### config.mk
export PLATFORM = sky130hd
export DESIGN_NAME = note_highway_sequencer
export DESIGN_NICKNAME = d
export VERILOG_FILES = /design/src/rtl/gh_pkg.sv /design/src/rtl/beat_timer.sv /design/src/rtl/note_highway_sequencer.sv
export SDC_FILE = /design/constraint.sdc
export NUM_CORES = 1
export LEC_CHECK = 0
export ABC_AREA = 1
export CAP_MARGIN = 20
export CORE_MARGIN = 2
export CORE_UTILIZATION = 30
export CTS_CLUSTER_DIAMETER = 60
export CTS_CLUSTER_SIZE = 20
export DETAILED_ROUTE_END_ITERATION = 10
export SETUP_SLACK_MARGIN = 0.5
export SYNTH_ARGS = -nofsm -noshare
export SYNTH_HDL_FRONTEND = slang
export SYNTH_HIERARCHICAL = 1
export SYNTH_SLANG_ARGS = --single-unit
### constraint.sdc
create_clock -name clk -period 4.3 [get_ports clk]
set_input_delay 1.29 -clock clk [delete_from_list [all_inputs] [get_ports clk]]
set_output_delay 1.29 -clock clk [all_outputs]
set_load 0.1 [all_outputs]
### src/rtl/gh_pkg.sv
// Shared types for the note-highway sequencer.
// Lane count, ROM index width and the sequencer state set.
package gh_pkg;

   localparam int LANES  = 5;
   localparam int ADDR_W = 7;

   typedef logic [LANES-1:0] note_t;

   typedef enum logic [1:0] {
      IDLE  = 2'd0,
      PLAY  = 2'd1,
      PAUSE = 2'd2,
      DONE  = 2'd3
   } seq_state_t;

endpackage

### src/rtl/beat_timer.sv
// Free-running tick counter with enable and clear.
// wrap is high on the enabled cycle whose edge rolls the count to zero.
module beat_timer #(
   parameter int TICKS = 2_500_000
) (
   input  logic clk,
   input  logic rst,
   input  logic clr,
   input  logic en,
   output logic wrap
);

   localparam int TW = $clog2(TICKS);

   logic [TW-1:0] cnt;

   assign wrap = en && (cnt == TW'(TICKS - 1));

   // count enabled cycles, folding back to zero on the last tick
   always_ff @(posedge clk) begin
      if (rst || clr) begin
         cnt <= '0;
      end else if (en) begin
         cnt <= wrap ? '0 : cnt + 1'b1;
      end
   end

endmodule

### src/rtl/note_highway_sequencer.sv
// Steps the song ROM at the beat rate and shifts notes down the highway.
// Row 0 is the newest note; row ROWS-1 is the strike line.
module note_highway_sequencer
   import gh_pkg::*;
#(
   parameter int TICKS_PER_BEAT = 2_500_000,
   parameter int ROWS           = 8,
   parameter int SONG_LEN       = 94
) (
   input  logic                    clk,
   input  logic                    rst,
   input  logic                    start,
   input  logic                    pause,
   input  logic                    stop,
   output logic [ADDR_W-1:0]       rom_addr,
   input  note_t                   rom_data,
   output logic                    beat,
   output logic [LANES*ROWS-1:0]   lane_rows,
   output note_t                   hit_row,
   output logic                    busy,
   output logic                    done
);

   localparam int FED_W = $clog2(SONG_LEN + 1);
   localparam int FLU_W = $clog2(ROWS + 1);

   seq_state_t       state;
   logic [FED_W-1:0] fed;
   logic [FLU_W-1:0] flush;
   note_t            rows [ROWS];

   logic active;
   logic run;
   logic wrap;
   logic fed_full;
   logic last_beat;

   assign active    = (state == PLAY) || (state == PAUSE);
   // a cycle with pause low in PLAY/PAUSE advances the tempo,
   // so the beat is delayed by exactly the number of paused cycles
   assign run       = active && !pause && !stop && !start;
   assign fed_full  = (fed == FED_W'(SONG_LEN));
   assign last_beat = wrap && fed_full
                   && (flush == FLU_W'(ROWS - 1));

   beat_timer #(
      .TICKS (TICKS_PER_BEAT)
   ) u_timer (
      .clk  (clk),
      .rst  (rst),
      .clr  (stop | start),
      .en   (run),
      .wrap (wrap)
   );

   // state, ROM index, fed/flush counters and the beat pulse
   always_ff @(posedge clk) begin
      if (rst || stop) begin
         state    <= IDLE;
         rom_addr <= '0;
         fed      <= '0;
         flush    <= '0;
         beat     <= 1'b0;
      end else if (start) begin
         state    <= PLAY;
         rom_addr <= '0;
         fed      <= '0;
         flush    <= '0;
         beat     <= 1'b0;
      end else begin
         beat <= wrap;
         unique case (state)
            PLAY, PAUSE: begin
               if (pause) begin
                  state <= PAUSE;
               end else if (last_beat) begin
                  state <= DONE;
               end else begin
                  state <= PLAY;
               end
            end
            default: state <= state;
         endcase
         if (wrap) begin
            if (!fed_full) begin
               fed <= fed + 1'b1;
            end else begin
               flush <= flush + 1'b1;
            end
            if (rom_addr < ADDR_W'(SONG_LEN - 1)) begin
               rom_addr <= rom_addr + 1'b1;
            end
         end
      end
   end

   // highway shift register: new note enters row 0 on each beat
   always_ff @(posedge clk) begin
      if (rst || stop || start) begin
         for (int r = 0; r < ROWS; r++) begin
            rows[r] <= '0;
         end
      end else if (wrap) begin
         rows[0] <= fed_full ? '0 : rom_data;
         for (int r = 1; r < ROWS; r++) begin
            rows[r] <= rows[r-1];
         end
      end
   end

   for (genvar g = 0; g < ROWS; g++) begin : g_pack
      assign lane_rows[LANES*g +: LANES] = rows[g];
   end

   assign hit_row = rows[ROWS-1];
   assign busy    = active;
   assign done    = (state == DONE);

endmodule

==> results of run 1 <==
routing by layer:
layer	share of wire [%]	track usage, %
met1	47	15.2
met2	48	20.5
met3	4.5	4.25
met4	0.28	2.98
met5	0	0
where the power goes:
group | internal, mW | switching [mW]
logic | 0.0423 | 0.162
registers | 0.841 | 0.00906
clock network | 0.483 | 0.309
cell type report:
| cell class | count | area share (%) |
|---|---|---|
| Clock buffer | 13 | 5.68 |
| Tap cell | 176 | 4.25 |
| Timing Repair Buffer | 67 | 13.0 |
| Clock inverter | 3 | 0.507 |
| Inverter | 94 | 6.86 |
| Multi-Input combinational cell | 308 | 29.9 |
| Sequential cell | 83 | 39.8 |
worst max-delay path: cells and delay by family, from the launching register on:
kind / cells / cell delay, ns
buf+inv: 1 / 1.14
flops: 1 / 0.34
fa+ha+maj: 1 / 0.15
sequential cells by signal, summed over array words and instances, names as in the netlist:
name and cells:
beat 1, fed 7, flush 4, rom_addr 7, rows 40, state 2
u_timer/cnt 22
logic make-up after synthesis:
kind of cell / Yosys count
AND/OR/NAND/NOR: 266
buffers and inverters: 107
flip-flops: 83
AO/OA/AOI/OAI: 27
XOR/XNOR: 9
adder cells (fa/ha/maj): 6
worst paths after layout:
| kind | end | depth (start not counted) |
|---|---|---|
| worst max-delay path | done | 2 |
| worst min-delay path | flush[3]$_SDFFE_PP0P_ | 2 |
| worst max register to register | rows[0][4]$_SDFFCE_PP0P_ | 14 |
| worst min register to register | flush[3]$_SDFFE_PP0P_ | 2 |
placed cells by master, fill, tap and decap left out, types with 2 or more instances in the layout:
cell type	count
a21oi_1	16
buf_4	3
clkbuf_16	11
clkdlybuf4s50_1	63
clkinv_4	3
dfxtp_1	43
edfxtp_1	40
ha_1	6
inv_1	87
inv_2	5
nand2_1	97
nand2_2	6
nand3_1	28
nand3_2	3
nand4_1	3
nor2_1	88
nor2_2	16
nor2_4	13
nor3_1	8
o21ai_0	6
o21ai_1	4
xnor2_1	2
xor2_1	7
==> reports/metrics.yaml, run 1 <==
outcome: "completed"
cts_inserted_buffers: 9
dr.pass1.iters: 4
min_period_ns: 3.26
path_max_fanout: 2
synthTopCellsByCount: "nand2_1 (98), nor2_1 (88), inv_1 (87), dfxtp_1 (43), edfxtp_1 (40)"
core_mm2: 0.0132
synth_top_cell_by_area: "edfxtp_1"
synth-compound-area-share_pct: 3.39
critPathKind: "flop to primary output"
multiInputGateArea_mm2: 0.00155
portBuffers: 64
hold_class: "flop to flop"
overflow: 0
finalMaxSlewViolations: 0
synthAdderAreaFrac_pct: 1.85
register_area_mm2: 0.00206
dr.first_iter.drc_count: 135
holdBufCountCts: 0
clkLatencyLatePin_ns: 0.34
hold_violations: 0
hpwlAfterDp_um: 6090
vias_per_cell: 4.22
r2r_setup_slack_ns: 2.00
final_core_util_pct: 39.1
nFillCells: 1343
synthArstFlopShare_pct: 0
grt_pass1_vias: 3092
rsz0062_at_grt: "no"
layout-drive-gt1-share_pct: 11.8
top_level_ports: 65
drc_errors: 0
synth_edf_count: 40
slowest_stage: "clkdlybuf4s50_1"
synth_top_family_by_area: "simple AND/OR/NAND/NOR gates"
fin_ws_ns: 1.04
cts.sinks: 83
dp_cells: 728
core.rowCount: 42
timing.slew.headroom_pct: 33.4
post-route-period-util_pct: 75.8
die_h_um: 120
whs_ns: 0.470
p_leak_nw: 1.98
ant_nets: 0
hp-start: "flush[3]$_SDFFE_PP0P_"
max_freq_mhz: 307
tns_ns: 0
synthCells: 498
grt_max_degree: 41
powerDensity_mw_per_mm2: 357
cp_cell_sequence: "ha_1 > clkdlybuf4s50_1"
final_nets: 579
post-place-ws_ns: 0.757
synthesis.area_mm2: 0.00407
cts_tree: "yes"
cts.htree.levels: 3
area_growth_pct: 27.4
seq_area_frac_synth_pct: 50.7
finalNonFillerCells: 744
worst_pin_slew_ns: 0.995
critPathLaunchType: "flop"
postCtsSetupRepairBufs: 0
avgRoutedWirePerCell_um: 11.0
grt_pass1_wl_um: 14200
drt_wl_total_um: 8210
finClkSkew_ns: 0.00858
avgSynthCellArea_um2: 8.16
start_util_pct: 30.7
cp.arrival_ns: 1.97
setup_violations: 0
required_ns: 3.01
p_total_mw: 1.85
max_stage_delay_ns: 1.14
placement.cell_area_mm2: 0.00486
ir_worst_vdd_uv: 221
critPathLaunch: "state[0]$_SDFFE_PP0P_"
synthDistinctLibCells: 31
gp_congestion: 0.858
fin_area_mm2: 0.00518
ys.flop_type: "dfxtp_1"
vias: 3142
grt_antenna_before_repair: 0
grt_use_total_pct: 12.3
synth-simple-area-share_pct: 30.8
synth_warnings: 6
cts_resized: 0
synth_top_area_share_pct: 29.5
synth_mux_area_share_pct: 0
cts_buffer_depth: 2
timing.rr.start: "state[0]$_SDFFE_PP0P_"
synth.most_common_cell: "nand2_1"
die_w_um: 120
path_clk_slew_ns: 0.06
cts_root_buf: "clkbuf_16"
max_cap_viol_count: 0
synth_xor_area_share_pct: 1.94
syn_nets: 514
die-area_mm2: 0.0145
synth_seq_cells: 83
ys_top_cells_by_area: "edfxtp_1 (30%), dfxtp_1 (21%), nand2_1 (9.0%), nor2_1 (8.1%), inv_1 (8.0%)"
critical_path.endpoint_type: "primary output"
antenna_cells: 0
No activity file was read; power rests on OpenSTA's default activity.
==> inputs of run 2 (changes only) <==
- clock period: 4.3 -> 2.81 ns (I/O delays scaled with it)
==> reports/metrics.yaml, run 2 (synthesis results as in run 1) <==
setup_violations: 0  # unchanged
p_leak_nw: 2.14  # was 1.98 nW
p_comb_share_pct: 11.1  # about the same
min_period_ns: 2.16
nFillCells: 1369  # was 1343
cts.htree.levels: 3  # unchanged
switching_share_pct: 26.9  # was 26.0%
multiInputGateArea_mm2: 0.00162  # was 0.00155 mm^2
grt_antenna_before_repair: 0  # unchanged
die_w_um: 120  # unchanged
cts_root_buf: "clkbuf_16"  # unchanged
avgRoutedWirePerCell_um: 11.4  # was 11.0 um
p_sw_mw: 0.749  # was 0.481 mW
wl_met2_um: 4260  # was 3960 um
final_nets: 593  # was 579
final_common_cell: "nand2_1"  # unchanged
cp.arrival_ns: 2.43  # was 1.97 ns
tns_ns: 0  # unchanged
drt_wl_total_um: 8620  # was 8210 um
cts_buffer_depth: 2  # unchanged
whs_ns: 0.469  # was 0.470 ns
ir_worst_vdd_uv: 220  # was 221 uV
critPathLaunchType: "input port"  # was flop
path_max_fanout: 7  # was 2
max_cap_viol_count: 0  # unchanged
outcome: "completed"  # unchanged
layout-drive-gt1-share_pct: 25.3  # was 11.8%
rsz0062_at_grt: "no"  # unchanged
die-area_mm2: 0.0145  # unchanged
max_freq_mhz: 463
grt_use_total_pct: 12.8  # was 12.3%
ant_nets: 0  # unchanged
finClkSkew_ns: 0.00787  # was 0.00858 ns
vias: 3304  # was 3142
final_cell_mix: "nand2_1 (93), nor2_1 (86), inv_1 (83), buf_4 (69), dfxtp_1 (43)"  # was nand2_1 (97), nor2_1 (88), inv_1 (87), clkdlybuf4s50_1 (63), dfxtp_1 (43)
antenna_cells: 0  # unchanged
path_clk_slew_ns: 0.06  # about the same
critical_path.endpoint_type: "flop"  # was primary output
p_clk_share_pct: 42.2  # was 42.9%
register_area_mm2: 0.00206  # unchanged
clkLatencyLatePin_ns: 0.34  # about the same
highest_layer: "met4"  # unchanged
largest_register_ff_count: 40  # unchanged
area_growth_pct: 27.7  # was 27.4%
cts.sinks: 83  # unchanged
hold_class: "flop to flop"  # unchanged
reg_top3: "rows x40, u_timer/cnt x22"  # unchanged
drc_errors: 0  # unchanged
overflow: 0  # unchanged
core.rowCount: 42  # unchanged
intPower_mw: 2.04  # was 1.37 mW
top_register: "rows"  # unchanged
worst_pin_slew_ns: 0.362  # was 0.995 ns
start_util_pct: 30.7  # unchanged
vias_per_cell: 4.36  # was 4.22
required_ns: 3.07  # was 3.01 ns
timing.slew.headroom_pct: 75.8  # was 33.4%
wl_met3_um: 447  # was 369 um
critPathKind: "input port to flop"  # was flop to primary output
dr.first_iter.drc_count: 136  # was 135
cts_inserted_buffers: 9  # unchanged
post-route-period-util_pct: 76.9
die_h_um: 120  # unchanged
portBuffers: 64  # unchanged
gp_congestion: 0.905  # was 0.858
grt_pass1_wl_um: 14600  # was 14200 um
grt_pass1_vias: 3203  # was 3092
core_mm2: 0.0132  # unchanged
hold_violations: 0  # unchanged
met1Wirelength_um: 3830  # was 3860 um
hpwlAfterDp_um: 6320  # was 6090 um
dr.pass1.iters: 4  # unchanged
top_level_ports: 65  # unchanged
p_seq_share_pct: 46.7  # was 46.0%
finalMaxSlewViolations: 0  # unchanged
grt_max_degree: 26  # was 41
holdBufCountCts: 0  # unchanged
cts_tree: "yes"  # unchanged
powerDensity_mw_per_mm2: 537  # was 357 mW/mm^2
[run 2: worst max-delay path, stage by stage]
cell	delay, ns
clkbuf_2	0.11
or2_4	0.24
nor2_4	0.12
nand2_2	0.06
inv_2	0.05
nand2_2	0.05
nor2_2	0.09
nand3_2	0.10
inv_4	0.11
clkinv_8	0.08
nor2_4	0.22
buf_6	0.15
o21ai_1	0.06
a21oi_1	0.13
[run 2: area by class of cell]
type / instances / area share [%]
flip-flops and latches: 83 / 39.7
multi-input cells: 309 / 31.2
repair buffers: 80 / 11.9
inverters: 94 / 7.18
clock buffers: 11 / 4.48
well taps: 176 / 4.24
clock inverters: 5 / 1.23
[run 2: routing by layer]
layer	up-vias	GRT usage [%]
met5	-	0
met4	0	4.43
met3	10	4.20
met2	73	21.4
met1	1538	15.3
li1	1683	-
[run 2: final timing paths]
| kind | cells past startpoint | startpoint | slack (ns) | end |
|---|---|---|---|---|
| setup reg to reg | 14 | state[1]$_SDFFE_PP0P_ | 0.85 | fed[1]$_SDFFE_PP0P_ |
| hold reg to reg | 2 | flush[3]$_SDFFE_PP0P_ | 0.47 | flush[3]$_SDFFE_PP0P_ |
| setup / recovery | 14 | stop | 0.65 | fed[1]$_SDFFE_PP0P_ |
| hold / removal | 2 | flush[3]$_SDFFE_PP0P_ | 0.47 | flush[3]$_SDFFE_PP0P_ |
[run 2: timing repair]
action                     4_1_cts  5_1_grt
setup buffers                    3        2
setup endpoints to repair      101       50
resized for setup               10        7
gates cloned                     1        0
pin swaps                        5        5
[run 2: power by group through the flow]
| stage | Combinational, mW | Sequential, mW | Clock (mW) |
|---|---|---|---|
| global route | 0.321 | 1.30 | 1.27 |
| finish | 0.309 | 1.30 | 1.18 |
| global placement | 0.309 | 1.33 | 0 |
| CTS | 0.312 | 1.30 | 1.22 |
| floorplan | 0.0774 | 1.49 | 0 |
| detailed placement | 0.310 | 1.33 | 0 |
[run 2: metrics by stage]
stage	cell area [um^2]	cells	util (%)	setup slack [ns]	power, mW
detailed placement	4830	736	36.5	-0.0795	1.64
global placement	4830	736	36.5	-0.0382	1.64
finish	5190	758	39.2	0.649	2.79
global route	5190	758	39.2	0.542	2.89
CTS	5170	756	39.1	0.530	2.83
floorplan	4130	498	-	0.503	1.57
